## config.mk

```make
export PLATFORM = sky130hd
export DESIGN_NAME = sort_session_ctrl
export DESIGN_NICKNAME = d
export VERILOG_FILES = /design/src/rtl/sort_session_ctrl.sv
export SDC_FILE = /design/constraint.sdc
export NUM_CORES = 1
export LEC_CHECK = 0
export CAP_MARGIN = 0
export CORE_UTILIZATION = 40
export DETAILED_ROUTE_END_ITERATION = 6
export HOLD_SLACK_MARGIN = 0.05
export PLACE_DENSITY = 0.79
export SLEW_MARGIN = 15
export SYNTH_ARGS = -nofsm -noshare
export SYNTH_HDL_FRONTEND = slang
export SYNTH_SLANG_ARGS = --single-unit
```

## constraint.sdc

```tcl
create_clock -name ss_clk -period 1.6 [get_ports ss_clk]
set_input_delay 0.4 -clock ss_clk [delete_from_list [all_inputs] [get_ports ss_clk]]
set_output_delay 0.4 -clock ss_clk [all_outputs]
set_load 0.005 [all_outputs]
```

## src/rtl/sort_session_ctrl.sv

```systemverilog
// Session sequencer around the bubble-sort engine: loads N words into the RAM,
// hands the RAM to the sorter, waits for it to finish, then streams the words out.
module sort_session_ctrl #(
    parameter int N      = 8,
    parameter int DATA_W = 8,
    parameter int ADDR_W = 4
) (
    input  logic              ss_clk,
    input  logic              ss_rst_n,
    input  logic              ss_start,
    input  logic              ss_abort,
    input  logic              ss_in_valid,
    input  logic [DATA_W-1:0] ss_in_data,
    output logic              ss_in_ready,
    output logic              ss_out_valid,
    output logic [DATA_W-1:0] ss_out_data,
    input  logic              ss_out_ready,
    output logic [ADDR_W-1:0] ss_mem_addr,
    output logic [DATA_W-1:0] ss_mem_wdata,
    output logic              ss_mem_we,
    output logic              ss_mem_re,
    input  logic [DATA_W-1:0] ss_mem_rdata,
    output logic              ss_mem_own,
    output logic              ss_sort_go,
    input  logic              ss_sort_done,
    output logic              ss_busy
);

    typedef enum logic [2:0] {
        S_IDLE, S_LOAD, S_GO, S_SORT, S_RELEASE, S_RD, S_HOLD
    } state_t;

    localparam logic [ADDR_W:0] LAST = (ADDR_W+1)'(N - 1);

    state_t              r_state, w_next;
    logic [ADDR_W:0]     r_k, w_k_next;
    logic                r_out_valid, w_out_valid_next;
    logic [DATA_W-1:0]   r_out_data, w_out_data_next;

    always_ff @(posedge ss_clk) begin
        if (!ss_rst_n) begin
            r_state     <= S_IDLE;
            r_k         <= '0;
            r_out_valid <= 1'b0;
            r_out_data  <= '0;
        end else begin
            r_state     <= w_next;
            r_k         <= w_k_next;
            r_out_valid <= w_out_valid_next;
            r_out_data  <= w_out_data_next;
        end
    end

    always_comb begin
        w_next           = r_state;
        w_k_next         = r_k;
        w_out_valid_next = r_out_valid;
        w_out_data_next  = r_out_data;
        ss_in_ready      = 1'b0;
        ss_mem_addr      = '0;
        ss_mem_wdata     = '0;
        ss_mem_we        = 1'b0;
        ss_mem_re        = 1'b0;
        ss_mem_own       = 1'b0;
        ss_sort_go       = 1'b0;
        case (r_state)
            S_IDLE: if (ss_start) begin
                w_next   = S_LOAD;
                w_k_next = '0;
            end
            S_LOAD: begin
                ss_in_ready = 1'b1;
                if (ss_in_valid) begin
                    ss_mem_we    = 1'b1;
                    ss_mem_addr  = r_k[ADDR_W-1:0];
                    ss_mem_wdata = ss_in_data;
                    w_k_next     = r_k + 1'b1;
                    if (r_k == LAST) w_next = S_GO;
                end
            end
            S_GO: begin
                ss_mem_own = 1'b1;
                ss_sort_go = 1'b1;
                w_next     = S_SORT;
            end
            S_SORT: begin
                ss_mem_own = 1'b1;
                if (ss_sort_done) w_next = S_RELEASE;
            end
            // Done must drop before readout so the sorter has left the RAM.
            S_RELEASE: begin
                ss_mem_own = 1'b1;
                if (!ss_sort_done) begin
                    w_next   = S_RD;
                    w_k_next = '0;
                end
            end
            S_RD: begin
                ss_mem_re   = 1'b1;
                ss_mem_addr = r_k[ADDR_W-1:0];
                w_next      = S_HOLD;
            end
            S_HOLD: begin
                if (!r_out_valid) begin
                    w_out_data_next  = ss_mem_rdata;
                    w_out_valid_next = 1'b1;
                end else if (ss_out_ready) begin
                    w_out_valid_next = 1'b0;
                    w_k_next         = r_k + 1'b1;
                    w_next           = (r_k == LAST) ? S_IDLE : S_RD;
                end
            end
            default: w_next = S_IDLE;
        endcase
        // Abort wins over everything and must not leave a write behind.
        if (ss_abort && r_state != S_IDLE) begin
            w_next           = S_IDLE;
            w_out_valid_next = 1'b0;
            ss_in_ready      = 1'b0;
            ss_mem_we        = 1'b0;
            ss_sort_go       = 1'b0;
        end
    end

    assign ss_out_valid = r_out_valid;
    assign ss_out_data  = r_out_data;
    assign ss_busy      = (r_state != S_IDLE);

endmodule

```

# Word-level counts from Yosys, hierarchy flattened
# Cells that the tools add are included.
# classes
muxes	30
reduce_logical	9
bitwise_logic	2
eq_ne	14
addsub	1
# ops
op	n
$mux 5	5
$mux 3	8
$pmux 3 s7	1
$pmux 5 s4	1
$mux 8	2
$ne 2x2->1 const B	7
$mux 1	11
$eq 3x3->1 const B	3
$pmux 4 s2	1
$reduce_and 7->1	1
$eq 3x2->1 const B	2
$reduce_and 6->1	1
$add 5x1->5 const B	1
$eq 5x3->1 const B	1
$mux 4	1
$reduce_bool 4->1	1
$eq 3x1->1 const B	1
$logic_not 3->1	1
$reduce_bool 3->1	1
$reduce_or 3->1	1
$not 1->1	2
$reduce_and 2->1	1
$reduce_or 2->1	1
$logic_and 1x1->1	1
# word_totals
output_inout_bits	27
regBits	17

# Depth between registers and ports, before layout
# Gate-level depths: netlist of run 1.
# logic_depth
ltp_word	5
depth_mapped	6
depth_no_buf	5

# Least setup slack after synthesis of run 1
# OpenSTA, ideal clock, no wires.
# synth_path
path_kind	flip-flop to output port
startpoint	register r_state[2]
endpoint	output port ss_mem_addr[0]
stages_incl_launch_ff	5
n_path_buf	1
arrival_ps	1099
setup_slack_ps	101
cell_sequence	dfxtp_1 > buf_6 > nor2_1 > nor3b_1 > and2_1
# synth_via
elab_chain_cells	2
word_cells_on_any_way	3
# synth_rtl
item	line	rtl
start, declared	35	state_t r_state, w_next;
start signal, assigned	47	r_state <= w_next;
$eq 3x3->1 or $eq 3x1->1 (tied branches)	66	case (r_state)
$pmux 4 s2 *	66	
end, declared	18	output logic [ADDR_W-1:0] ss_mem_addr,
# Every way passes the cells marked *; elsewhere a longest branch is shown, timed or not.

# Final worst setup path of run 1
# layout_path
startpoint	register r_state[2]
endpoint	output port ss_mem_wdata[0]
# layout_via
elab_chain_cells	2
# layout_rtl
item	line	rtl
$eq 3x1->1	66	
$mux 8	66	
end, declared	19	output logic [DATA_W-1:0] ss_mem_wdata,
# No other way between the ends.

==> impl_metrics.env, run 1 <==
export IMPL_tightest_slew_ps=320.1
export IMPL_yosys_warnings=0
export IMPL_dr_first_iter_drc_count=44
export IMPL_start_util_pct=42.17
export IMPL_layout_commonest_cell="clkdlybuf4s50_1"
export IMPL_critPathMaxFanout=4
export IMPL_synth_avg_cell_area_sq_um=8.930
export IMPL_dr_pass1_iters=4
export IMPL_synth_nets=141
export IMPL_cts_tree="built"
export IMPL_p_clk_share_pct=24.1
export IMPL_netlist_area_leader_share_pct=32.57
export IMPL_core_area_sq_mm=0.002477
export IMPL_clk_latency_ps=330
export IMPL_overflow=0
export IMPL_htree_levels=1
export IMPL_endpoint="ss_mem_wdata[0]"
export IMPL_die_w_um=53.11
export IMPL_io_buffers=49
export IMPL_ioPinCount=50
export IMPL_gp_congestion=0.7695
export IMPL_gr_usage_met1_pct=27.24
export IMPL_grt_first_pass_wirelength_mm=5.375
export IMPL_use_met2_pct=49.58
export IMPL_min_period_over_period_pct=129.4
export IMPL_area_growth_pct=98.80
export IMPL_slew_headroom_pct=78.66
export IMPL_stdcell_count=236
export IMPL_p_sw_share_pct=30.77
export IMPL_cp_end_kind="primary output"
export IMPL_crit_type="reg -> out"
export IMPL_finalWorstSetupSlack_ps=-470.0
export IMPL_diodes=0
export IMPL_critPathLaunchType="flop"
export IMPL_grt_pass1_vias=1228
export IMPL_status="complete, but fails checks"
export IMPL_rsz0062_at_grt="true"
export IMPL_vias_per_cell=5.661
export IMPL_cts_made_buffers=3
export IMPL_max_freq_mhz=483.1
export IMPL_synth_seq_cells=17
export IMPL_p_sw_w=0.0003346
export IMPL_syn_area_sq_mm=0.001045
export IMPL_die_area_sq_mm=0.002820
export IMPL_rows=18
export IMPL_wl_per_cell_um=18.54
export IMPL_route_detailed_drc=0
export IMPL_crit_start="r_state[2]$_SDFFE_PP0P_"
export IMPL_drv_slew=0
export IMPL_total_power_w=0.001088
export IMPL_clockBufferDepth=2
export IMPL_p_per_area_mw_per_mm2=523.6
export IMPL_setup_viol=30
export IMPL_fp_dieH_um=53.11
export IMPL_hold_class="in -> reg"
export IMPL_yosys_top_cells_area="dfxtp_1, mux2i_1, and2_1"
export IMPL_synth_cell_types=39
export IMPL_r2r_end="r_k[4]$_SDFFE_PN0P_"
export IMPL_layout_common_cells="clkdlybuf4s50_1, buf_6, buf_4"
export IMPL_skew_ps=15.69
export IMPL_use_met3_pct=6.897
export IMPL_hpwlAfterDp_mm=2.419
export IMPL_ir_drop_uv=573.6
export IMPL_violations="negative setup slack"
export IMPL_finalWirelength_mm=4.375
export IMPL_clock_root_buffer="clkbuf_4"
export IMPL_r2r_setup_slack_ps=-290
export IMPL_syn_inst=117
export IMPL_seqPwrFrac_pct=41.0
export IMPL_synth_top_area_cell="dfxtp_1"
export IMPL_required_ps=1200
export IMPL_clk_pin_slew_worst_paths_ps=120
export IMPL_via_count=1336
export IMPL_n_fill_cell=137
export IMPL_antenna_found_initial=0
export IMPL_groute_usage_overall_pct=26.85
export IMPL_arrival_ps=1670
export IMPL_cts_sinks=17
export IMPL_grt_max_degree=11
export IMPL_hold_viol_final=0
export IMPL_p_leak_nw=0.9330
export IMPL_drt_antenna_violating_nets=0
export IMPL_reg2reg_depth=10
export IMPL_max_cap_violations=0
export IMPL_drive_above_1_share_pct=48.54
export IMPL_nets=231
export IMPL_internal_power_w=0.0007529
export IMPL_ys_seq_area_share_pct=32.57
export IMPL_min_period_ps=2070
export IMPL_r2r_start="r_state[2]$_SDFFE_PP0P_"
export IMPL_busiest_layer="met2"
export IMPL_combPwrFrac_pct=34.9
export IMPL_holdBufCountCts=0
export IMPL_dpl_cell_count=212
-- what timing repair did --
action	CTS	global route
gates resized for setup	102	35
setup endpoints to repair	31	38
pin swaps	18	9
gates cloned	1	0
setup buffers	15	7
-- logic make-up (layout without fill, tap and decap cells) --
group	Yosys count	after routing	share of synthesized area (%)
compound gates	18	18	13.41
fa+ha+maj	1	1	1.197
buf+inv	7	96	4.790
flops	17	17	32.58
mux	9	9	8.743
simple gates	65	65	39.28
-- final cells by class --
| type | count | area (sq um) | share of cell area, % |
|---|---|---|---|
| repair buffers | 91 | 869.6 | 41.87 |
| inverters | 1 | 3.754 | 0.1807 |
| clock buffers | 3 | 22.52 | 1.084 |
| clock inverters | 1 | 5.005 | 0.2410 |
| well taps | 30 | 37.54 | 1.807 |
| multi-input cells | 93 | 783.3 | 37.71 |
| flip-flops and latches | 17 | 355.3 | 17.11 |
-- critical path: stages, from the launching register on --
cell      delay (ps)
dfxtp_4          390
nor4bb_4         340
buf_2            190
buf_6            100
buf_6             90
and2_1           110
buf_2            110
-- routing by layer --
layer  up-vias  share of wire, %
met5         -                 0
met4         0               2.2
met3         9               4.7
met2        64                55
met1       653                38
li1        610                 -
-- how the worst min path moves through the flow --
stage,start,to,slack (ps),cells past startpoint
detailed placement,ss_out_data[3]$_SDFFE_PN0P_,ss_out_data[3]$_SDFFE_PN0P_,490,2
finish,ss_in_valid,r_state[0]$_SDFFE_PP0P_,480,3
floorplan,r_k[1]$_SDFFE_PN0P_,r_k[1]$_SDFFE_PN0P_,460,2
global placement,ss_out_data[6]$_SDFFE_PN0P_,ss_out_data[6]$_SDFFE_PN0P_,470,2
CTS,ss_out_data[1]$_SDFFE_PN0P_,ss_out_data[1]$_SDFFE_PN0P_,510,2
global route,ss_in_valid,r_state[0]$_SDFFE_PP0P_,480,3
-- power groups by stage --
stage / Combinational (W) / Clock [W] / Sequential, W
6_report: 0.000380 / 0.000262 / 0.000446
5_1_grt: 0.000398 / 0.000288 / 0.000446
4_1_cts: 0.000323 / 0.000256 / 0.000443
3_5_place_dp: 0.000268 / 0 / 0.000453
3_3_place_gp: 0.000261 / 0 / 0.000451
2_1_floorplan: 0.000122 / 0 / 0.000446
-- synth_stat cells, drive strengths merged --
cell type  instances
nor2              12
nand4bb            1
nand2             10
nor4bb             2
a31oi              2
o22ai              1
nand3              4
o311a              1
nor4b              1
mux2               1
a21o               1
dfxtp             17
ha                 1
mux2i              8
nand3b             3
and3b              3
nor4               2
nand4              1
o211ai             3
nor3b              1
clkbuf             2
nand2b             4
a21boi             1
nor2b              2
a21oi              4
and3               2
or3b               1
nor3               3
o21ai              1
buf                4
inv                1
and2              12
a211o              3
or3                1
o21bai             1
-- metrics by stage --
step	worst slack (ps)	instance area, sq um	setup TNS (ps)	hold WS [ps]	utilization (%)
3_5_place_dp	-938.7	1704	-16540	485.4	68.79
4_1_cts	-352.8	1901	-5307	514.2	76.72
2_1_floorplan	100.8	1045	0	461.9	-
6_report	-470.0	2077	-7530	476.9	83.84
5_1_grt	-534.3	2077	-9385	475.4	83.84
3_3_place_gp	-841.5	1704	-14380	474.4	68.79
-- flip-flops by register name (all words and copies together), names as in the netlist --
| signal | cells |
|---|---|
| r_k | 5 |
| ss_out_data | 8 |
| r_state | 3 |
| ss_out_valid | 1 |
(Power assumes the default switching activity.)
==> run 2: changes to the inputs <==
--- a/config.mk
+++ b/config.mk
@@ -5,6 +5,7 @@
 export SDC_FILE = /design/constraint.sdc
 export NUM_CORES = 1
 export LEC_CHECK = 0
+export ABC_CLOCK_PERIOD_IN_PS = 1600
 export CAP_MARGIN = 0
 export CORE_UTILIZATION = 40
 export DETAILED_ROUTE_END_ITERATION = 6
==> results of run 2 <==
The final DEF is identical to that of run 1; final timing and power are the same.
==> run 3: changes to the inputs <==
--- a/config.mk
+++ b/config.mk
@@ -7,10 +7,11 @@
 export LEC_CHECK = 0
 export ABC_CLOCK_PERIOD_IN_PS = 1600
 export CAP_MARGIN = 0
-export CORE_UTILIZATION = 40
+export CORE_UTILIZATION = 42
+export CTS_BUF_LIST = sky130_fd_sc_hd__clkbuf_8
 export DETAILED_ROUTE_END_ITERATION = 6
 export HOLD_SLACK_MARGIN = 0.05
-export PLACE_DENSITY = 0.79
+export PLACE_DENSITY = 0.82
 export SLEW_MARGIN = 15
 export SYNTH_ARGS = -nofsm -noshare
 export SYNTH_HDL_FRONTEND = slang
==> run 3 against run 2 <==
The flow still finishes with violations (negative setup slack); clock-buffer cell count stayed put; critical path depth stayed put; power is 16% higher; first-iteration DRC count is 89% higher; final cell count is 3.4% higher; largest cell class unchanged; worst setup slack better by 74 ps; clock power is 37% higher; maximum frequency is 3.7% higher; non-clock buffer count is 10 higher; via count is 14% higher.
==> impl_metrics.env, run 3 (same netlist as run 1, synthesis figures left out) <==
export IMPL_status="complete, but fails checks"
export IMPL_violations="negative setup slack"
export IMPL_clockBufferDepth=2
export IMPL_finalWorstSetupSlack_ps=-395.8
export IMPL_setup_viol=34
export IMPL_r2r_setup_slack_ps=-240
export IMPL_crit_slowest_cell="dfxtp_4"
export IMPL_diodes=0
export IMPL_crit_start="r_state[1]$_SDFFE_PP0P_"
export IMPL_n_fill_cell=57
export IMPL_layout_common_cells="buf_4, clkdlybuf4s50_1, buf_6"
export IMPL_tightest_slew_ps=379.3
export IMPL_clk_pin_slew_worst_paths_ps=80
export IMPL_cts_sinks=17
export IMPL_ir_drop_uv=766.9
export IMPL_cts_tree="built"
export IMPL_die_area_sq_mm=0.002691
export IMPL_hold_viol_final=0
export IMPL_drv_slew=0
export IMPL_multi_input_area_sq_um=804.5
export IMPL_rsz0062_at_grt="true"
export IMPL_slew_headroom_pct=74.35
export IMPL_cp_end_kind="primary output"
export IMPL_max_freq_mhz=501.1
export IMPL_hold_class="in -> reg"
export IMPL_r2r_start="r_state[1]$_SDFFE_PP0P_"
export IMPL_groute_usage_overall_pct=37.92
export IMPL_grt_first_pass_wirelength_mm=7.203
export IMPL_dr_first_iter_drc_count=83
export IMPL_vias_per_cell=6.262
export IMPL_reg2reg_depth=8
export IMPL_arrival_ps=1600
export IMPL_via_count=1528
export IMPL_htree_levels=1
export IMPL_preCtsSetupSlack_ps=-901.4
export IMPL_drive_above_1_share_pct=51.85
export IMPL_largest_reg_flops=8
export IMPL_r2r_end="r_k[4]$_SDFFE_PN0P_"
export IMPL_dpl_cell_count=207
export IMPL_fp_dieH_um=51.88
export IMPL_nets=241
export IMPL_holdBufCountCts=0
export IMPL_p_per_area_mw_per_mm2=578.9
export IMPL_clock_root_buffer="clkbuf_8"
export IMPL_dr_pass1_iters=5
export IMPL_grt_pass1_vias=1428
export IMPL_io_buffers=49
export IMPL_min_period_ps=1996
export IMPL_layout_commonest_cell="buf_4"
export IMPL_max_cap_violations=0
export IMPL_critPathMaxFanout=4
export IMPL_hpwlAfterDp_mm=2.389
export IMPL_area_growth_pct=107.9
export IMPL_die_w_um=51.88
export IMPL_drt_antenna_violating_nets=0
export IMPL_wl_per_cell_um=24.99
export IMPL_crit_top_cell="buf_6"
export IMPL_route_detailed_drc=0
export IMPL_start_util_pct=45.90
export IMPL_min_period_over_period_pct=124.7
export IMPL_required_ps=1200
export IMPL_stdcell_count=244
export IMPL_regArea_sq_um=360.3
export IMPL_p_leak_nw=0.9415
export IMPL_overflow=0
export IMPL_holdWs_ps=494.0
export IMPL_gp_congestion=0.8956
export IMPL_rows=17
export IMPL_total_power_w=0.001257
export IMPL_crit_chain="nor4bb_4 -> buf_2 -> buf_6 -> buf_6 -> and2_4 -> buf_6"
export IMPL_cts_made_buffers=3
export IMPL_crit_type="reg -> out"
export IMPL_critPathLaunchType="flop"
export IMPL_clk_latency_ps=270
export IMPL_ioPinCount=50
export IMPL_endpoint="ss_mem_wdata[6]"
export IMPL_skew_ps=9.143
export IMPL_antenna_found_initial=0
export IMPL_grt_max_degree=11
export IMPL_core_area_sq_mm=0.002276
export IMPL_finalWirelength_mm=6.098
export IMPL_critical_path_max_stage_delay_ps=370
## run 3: routing by layer
| layer | global-route usage [%] | vias up | part of all wire (%) |
|---|---|---|---|
| met5 | 0 | - | 0 |
| met4 | 24.77 | 0 | 8.3 |
| met3 | 7.310 | 52 | 8.8 |
| met2 | 64.10 | 145 | 45 |
| met1 | 42.78 | 713 | 38 |
| li1 | - | 618 | - |
## run 3: stage by stage
| step | area [sq um] | util [%] | setup TNS [ps] |
|---|---|---|---|
| after detailed placement | 1679 | 73.78 | -15200 |
| after CTS | 1981 | 87.03 | -3108 |
| after global placement | 1679 | 73.78 | -13920 |
| after floorplan | 1045 | - | 0 |
| after global routing | 2172 | 95.44 | -7755 |
| final | 2172 | 95.44 | -6959 |
## run 3: how the worst min path moves through the flow
stage                                     start                     endpoint  cells past startpoint
floorplan                   r_k[1]$_SDFFE_PN0P_          r_k[1]$_SDFFE_PN0P_                      2
global placement    ss_out_data[0]$_SDFFE_PN0P_  ss_out_data[0]$_SDFFE_PN0P_                      2
detailed placement  ss_out_data[0]$_SDFFE_PN0P_  ss_out_data[0]$_SDFFE_PN0P_                      2
CTS                                 ss_in_valid      r_state[0]$_SDFFE_PP0P_                      3
global route                        ss_in_valid      r_state[0]$_SDFFE_PP0P_                      3
finish                              ss_in_valid      r_state[0]$_SDFFE_PP0P_                      3
## run 3: cell type report
| type | count | share of cell area [%] |
|---|---|---|
| clock buffer | 3 | 1.901 |
| multi-input combinational | 93 | 37.04 |
| clock inverter | 1 | 0.2304 |
| timing repair buffer | 101 | 42.45 |
| sequential | 17 | 16.59 |
| tap | 28 | 1.613 |
| inverter | 1 | 0.1728 |
## run 3: report_power, final
| group | total [W] | leakage [nW] | switching (W) | internal, W |
|---|---|---|---|---|
| logic | 0.000461 | 0.774 | 0.000191 | 0.000270 |
| registers | 0.000437 | 0.142 | 0.0000110 | 0.000426 |
| clock network | 0.000359 | 0.0255 | 0.000185 | 0.000174 |
## run 3: worst max-delay path: cells and delay by family, from the launching register on
family | cells | cell delay (ps)
buffers and inverters | 4 | 480
and+or+nand+nor | 2 | 470
DFF | 1 | 370
## run 3: what timing repair did
action	in CTS	in global routing
buffers inserted	25	10
endpoints found under the setup margin	32	35
cloned	1	0
gates resized for setup	115	34
pin swaps	19	18
